### src/rtl/req_index_server.sv
// req_index_server: synchronizes WIDTH request lines, latches rising edges into a sticky
// pending vector and serves them one at a time, highest index first, over valid/ready.
module req_index_server #(
    parameter int unsigned WIDTH     = 8,
    parameter int unsigned WIDTH_OUT = 3,
    parameter int unsigned CNT_W     = 8
) (
    input  logic                 clk,
    input  logic                 rst,
    input  logic [WIDTH-1:0]     D,
    input  logic                 out_ready,
    input  logic                 clr_drop,
    output logic                 out_valid,
    output logic [WIDTH_OUT-1:0] out_idx,
    output logic [WIDTH-1:0]     pending,
    output logic                 drop_flag,
    output logic [CNT_W-1:0]     serve_cnt
);
    typedef enum logic {
        IDLE  = 1'b0,
        VALID = 1'b1
    } state_t;

    state_t               state_q, state_d;
    logic [WIDTH-1:0]     s1_q, s2_q, s3_q;
    logic [WIDTH-1:0]     pend_q, pend_d;
    logic [WIDTH-1:0]     rise, clr;
    logic [WIDTH_OUT-1:0] idx_q, idx_d, hi_idx;
    logic                 drop_q, drop_d;
    logic [CNT_W-1:0]     cnt_q, cnt_d;
    logic                 accept;

    assign rise   = s2_q & ~s3_q;
    assign accept = (state_q == VALID) && out_ready;
    assign clr    = accept ? (WIDTH'(1) << idx_q) : '0;

    // A rise coinciding with the clear of the same bit re-arms it without counting a drop.
    always_comb begin
        pend_d = rise | (pend_q & ~clr);
        drop_d = drop_q;
        if (|(rise & pend_q & ~clr)) begin
            drop_d = 1'b1;
        end else if (clr_drop) begin
            drop_d = 1'b0;
        end
    end

    always_comb begin
        hi_idx = '0;
        for (int unsigned i = 0; i < WIDTH; i++) begin
            if (pend_q[i]) begin
                hi_idx = WIDTH_OUT'(i);
            end
        end
    end

    always_comb begin
        state_d = state_q;
        idx_d   = idx_q;
        cnt_d   = cnt_q;
        case (state_q)
            IDLE: begin
                if (|pend_q) begin
                    idx_d   = hi_idx;
                    state_d = VALID;
                end
            end
            VALID: begin
                if (out_ready) begin
                    cnt_d   = cnt_q + 1'b1;
                    state_d = IDLE;
                end
            end
            default: state_d = IDLE;
        endcase
    end

    always_ff @(posedge clk or posedge rst) begin
        if (rst) begin
            s1_q    <= '0;
            s2_q    <= '0;
            s3_q    <= '0;
            pend_q  <= '0;
            state_q <= IDLE;
            idx_q   <= '0;
            drop_q  <= 1'b0;
            cnt_q   <= '0;
        end else begin
            s1_q    <= D;
            s2_q    <= s1_q;
            s3_q    <= s2_q;
            pend_q  <= pend_d;
            state_q <= state_d;
            idx_q   <= idx_d;
            drop_q  <= drop_d;
            cnt_q   <= cnt_d;
        end
    end

    assign out_valid = (state_q == VALID);
    assign out_idx   = idx_q;
    assign pending   = pend_q;
    assign drop_flag = drop_q;
    assign serve_cnt = cnt_q;
endmodule

### config.mk
export PLATFORM = sky130hd
export DESIGN_NAME = req_index_server
export DESIGN_NICKNAME = d
export VERILOG_FILES = /design/src/rtl/req_index_server.sv
export SDC_FILE = /design/constraint.sdc
export NUM_CORES = 1
export LEC_CHECK = 0
export CAP_MARGIN = 30
export CORE_UTILIZATION = 50
export CTS_CLUSTER_DIAMETER = 150
export CTS_CLUSTER_SIZE = 40
export DETAILED_ROUTE_END_ITERATION = 8
export HOLD_SLACK_MARGIN = 0.12
export PLACE_DENSITY = 0.87
export REMOVE_ABC_BUFFERS = 1
export SYNTH_ARGS = -nofsm -noshare
export SYNTH_HDL_FRONTEND = slang
export SYNTH_SLANG_ARGS = --single-unit
### constraint.sdc
create_clock -name clk -period 2.6 [get_ports clk]
set_input_delay 0.39 -clock clk [delete_from_list [all_inputs] [get_ports clk]]
set_output_delay 0.39 -clock clk [all_outputs]
set_load 0.01 [all_outputs]
==> impl_results.md <==
- Via Count: ~1,200
- Horizontal extent of the die: 60.0 um
- Syn Std Cell Area: between 1500 and 2000 um^2
- Clock period minus final worst setup slack: 1930 ps
- Run status: finished, final reports clean
- Cell internal pwr: 1.23 mW
- TritonCTS Sinks: 45
- Maximum number of pins on one net before global-route repair: 22
- Fraction of synthesized cell area taken by the top area cell type: 67.0%
- Start of the worst register-to-register path: out_valid$_DFF_PP0_
- Sequential share of power: 53.4%
- Number of slew-limit violations in the final report: 0
- Die extent in y: around 60 um
- Top Ports: 33
- Slowest stage cell, crit path: clkdlybuf4s50_1
- Clock latency on the worst-skew pair: 340 ps
- Root Buffer Master: clkbuf_4
- Clock tree from TritonCTS: yes
- Global-route congestion overflow total: 0
- Worst-case register-to-register setup slack: 980 ps
- Number of setup buffers added after CTS: 0
- Number of DRC violations after detailed routing: 0
- Slew at the pin closest to its max-slew limit: 784 ps
- Logic depth of the worst setup path including buffers: 1
- Clk buf depth: 2
- Quantity of gates resized following cts: 0
- Fmax achieved: 517 MHz
- Most common flop cell mapped by yosys: dfrtp_1
- Depth of the worst register-to-register path: 4
- Element type at the critical path start: flop
- Post-synthesis cell type count: 33
- Class of the most critical hold timing path: reg -> reg
- Buffers and inverters on the worst path: 1
- Library cell with the largest summed area after synthesis: dfrtp_1
- Final layout net count: 189
- CP cell instances: clkdlybuf4s50_1
- Initial Utilization: 53.8%
- Drt pass-1 iters: 4
- Post-route setup TNS: 0 ps
- Proportion of synthesized chip area in sequential cells: 67.0%
- End of the worst register-to-register path: drop_flag$_DFFE_PP0P_
- Required time of the critical path: 2210 ps
- Global-route wire length before repair: a little over 5 mm
- Max-cap violation count: 0
- Vias in the first global route: 1,172
- Overall die area: 3600 um^2
- Switching fraction of total power: 34.0%
- Maximum cell stage delay along the critical path: 620 ps
- Post-route clock skew: 8.15 ps
- Maximum fanout along the worst path: 10
- Synthesized instance count: 138
- Core Rows: 20
- Total length of routed wires: around 3.0 mm
- Number of inserted diodes: 0
- Top delay family on crit path: buffers and inverters
- Ratio of cells with drive above 1 in the final layout: between 6 and 7%
- Iteration-0 DRC count of the detailed router: 55
- Unrepaired setup endpoints after global routing: false
- H-tree depth: 2
- Total count of hold-check failures in the final report: 0
- Yosys reg bits: 45
- Switching pwr: roughly 640 uW
- Total setup violations reported at the end of the flow: 0
- Largest vdd supply drop: 0.465 mV
- Post-synth EDFFs: 0
- Synth warnings: 0
- Headroom to the max-slew limit: 47.6%
- Cts-stage hold buffer count: 0
- Number of nets still failing antenna checks after routing: 0
- Critical Path AT: between 1500 and 2000 ps
- Critical path capture point type: primary output
- Power per unit of standard cell area: 883 nW/um^2
- Startpoint-to-endpoint class of the critical path: reg -> out
- Layout overhead on the synthesized area: 25.9%
- Global-route usage over all layers: 20.0%
- Critical Path Source: out_valid$_DFF_PP0_
- Proportion of power drawn by combinational gates: just under 30%
- Async S/R FF share, synth: 100%
- Area inside the core boundary: ~3100 um^2
- Ratio of final minimum period to clock period: 74.4%
- Count of non-filler cells in the finished layout: about 220
- CTS Buf Count: 5
- Synthesized area divided by synthesized cell count: 12.2 um^2
- Endpoint of the worst setup timing path: out_valid
- Post-DP HPWL: 2.31 mm
- Ranking of synthesized cells by area: dfrtp_1 (67%), xnor2_1 (2.6%), inv_1 (2.2%)
- Share of total power in the clock network: 17.3%
- Antenna violations before repair: 0
- Post-detailed-route wirelength per cell: 13.7 um
- Ratio of routed vias to standard cells: 5.21
- Reg clk slew, reported paths: 130 ps
- Count of placed standard cells including taps: 213
- Final weighted congestion in routability-driven placement: 0.873
- PortBufs: 32
- Static Leak: 0.912 nW
## how the worst min path moves through the flow
stage	startpoint	endpoint	slack, ps	cells past startpoint
after floorplan	s1_q[0]$_DFF_PP0_	s2_q[0]$_DFF_PP0_	330	0
after global placement	s1_q[7]$_DFF_PP0_	s2_q[7]$_DFF_PP0_	330	0
after detailed placement	s1_q[0]$_DFF_PP0_	s2_q[0]$_DFF_PP0_	330	0
after CTS	s1_q[0]$_DFF_PP0_	s2_q[0]$_DFF_PP0_	360	0
after global routing	s1_q[5]$_DFF_PP0_	s2_q[5]$_DFF_PP0_	370	0
final	s1_q[0]$_DFF_PP0_	s2_q[0]$_DFF_PP0_	360	0
## cells by family (layout without fill, tap and decap cells)
| group | count (synthesis) | in the layout | synth area share [%] |
|---|---|---|---|
| AOI/OAI and AO/OA | 23 | 23 | 9.08 |
| xor gates and xnor gates | 7 | 7 | 3.65 |
| adders and majority gates | 1 | 1 | 0.744 |
| buffers and inverters | 13 | 52 | 3.05 |
| DFF | 45 | 45 | 67.0 |
| muxes | 1 | 1 | 0.670 |
| and+or+nand+nor | 48 | 48 | 15.8 |
## cell usage after synthesis (4+ instances only)
library cell	n
dfrtp_1	45
inv_1	10
nand2_1	10
nor2_1	6
o21ai_0	6
nand2b_1	5
nand3_1	5
nor2b_1	5
xnor2_1	5
a21oi_1	4
## sequential cells by signal (all words and copies together), names as in the netlist
name,cells
drop_flag,1
pending,8
s2_q,8
s1_q,8
serve_cnt,8
out_valid,1
s3_q,8
out_idx,3
## through the flow
| stage | total power [mW] | area [um^2] | setup slack, ps | hold WS, ps | utilization (%) |
|---|---|---|---|---|---|
| global route | 2.00 | 2120 | 606 | 375 | 67.7 |
| CTS | 1.89 | 2120 | 653 | 365 | 67.7 |
| finish | 1.87 | 2120 | 667 | 363 | 67.7 |
| floorplan | 1.25 | 1670 | 1150 | 331 | - |
| global placement | 1.53 | 2060 | 621 | 331 | 65.8 |
| detailed placement | 1.56 | 2060 | 540 | 335 | 65.8 |
## final cells by class
class | instances | area, um^2
inverters | 10 | 37.5
multi-input cells | 80 | 504
fillers | 225 | 1010
well taps | 44 | 55.1
clock inverters | 3 | 21.3
flip-flops and latches | 45 | 1130
repair buffers | 34 | 335
clock buffers | 5 | 37.5
## metal layers
layer  vias up  GRT usage (%)  part of all wire, %
li1        552              -                    -
met1       567           25.2                   43
met2        31           32.9                   52
met3         2           6.06                  3.8
met4         0           6.98                 0.56
met5         -              0                    0
## power groups by stage
stage	combinational (mW)	clock (mW)	sequential (mW)
finish	0.548	0.323	0.999
global route	0.607	0.374	1.02
CTS	0.554	0.337	0.995
detailed placement	0.552	0	1.01
global placement	0.531	0	0.996
floorplan	0.230	0	1.02
## layout by cell type (no fill, tap or decap)
cell              n
o2bb2ai_1         1
dfrtp_1          45
a211oi_1          1
ha_1              1
nand3b_1          3
clkbuf_4          5
nor2_1            6
xnor2_1           5
nand4_1           3
a21o_1            1
a21oi_1           4
o31ai_1           2
nor3_1            3
o22ai_1           1
clkinv_2          1
nor4_1            3
buf_4             2
nor2b_1           5
nand2_4           1
inv_1            10
o311a_1           2
clkinvlp_4        1
o2111a_1          1
or4_1             1
o21bai_1          1
a31oi_1           3
nor3b_1           1
nand4b_1          1
xor2_1            2
o21ai_0           6
nand2b_1          5
and3b_1           1
nand3_1           5
nand2_1          10
clkdlybuf4s50_1  32
inv_6             1
mux2_2            1
(Power assumes the default switching activity.)
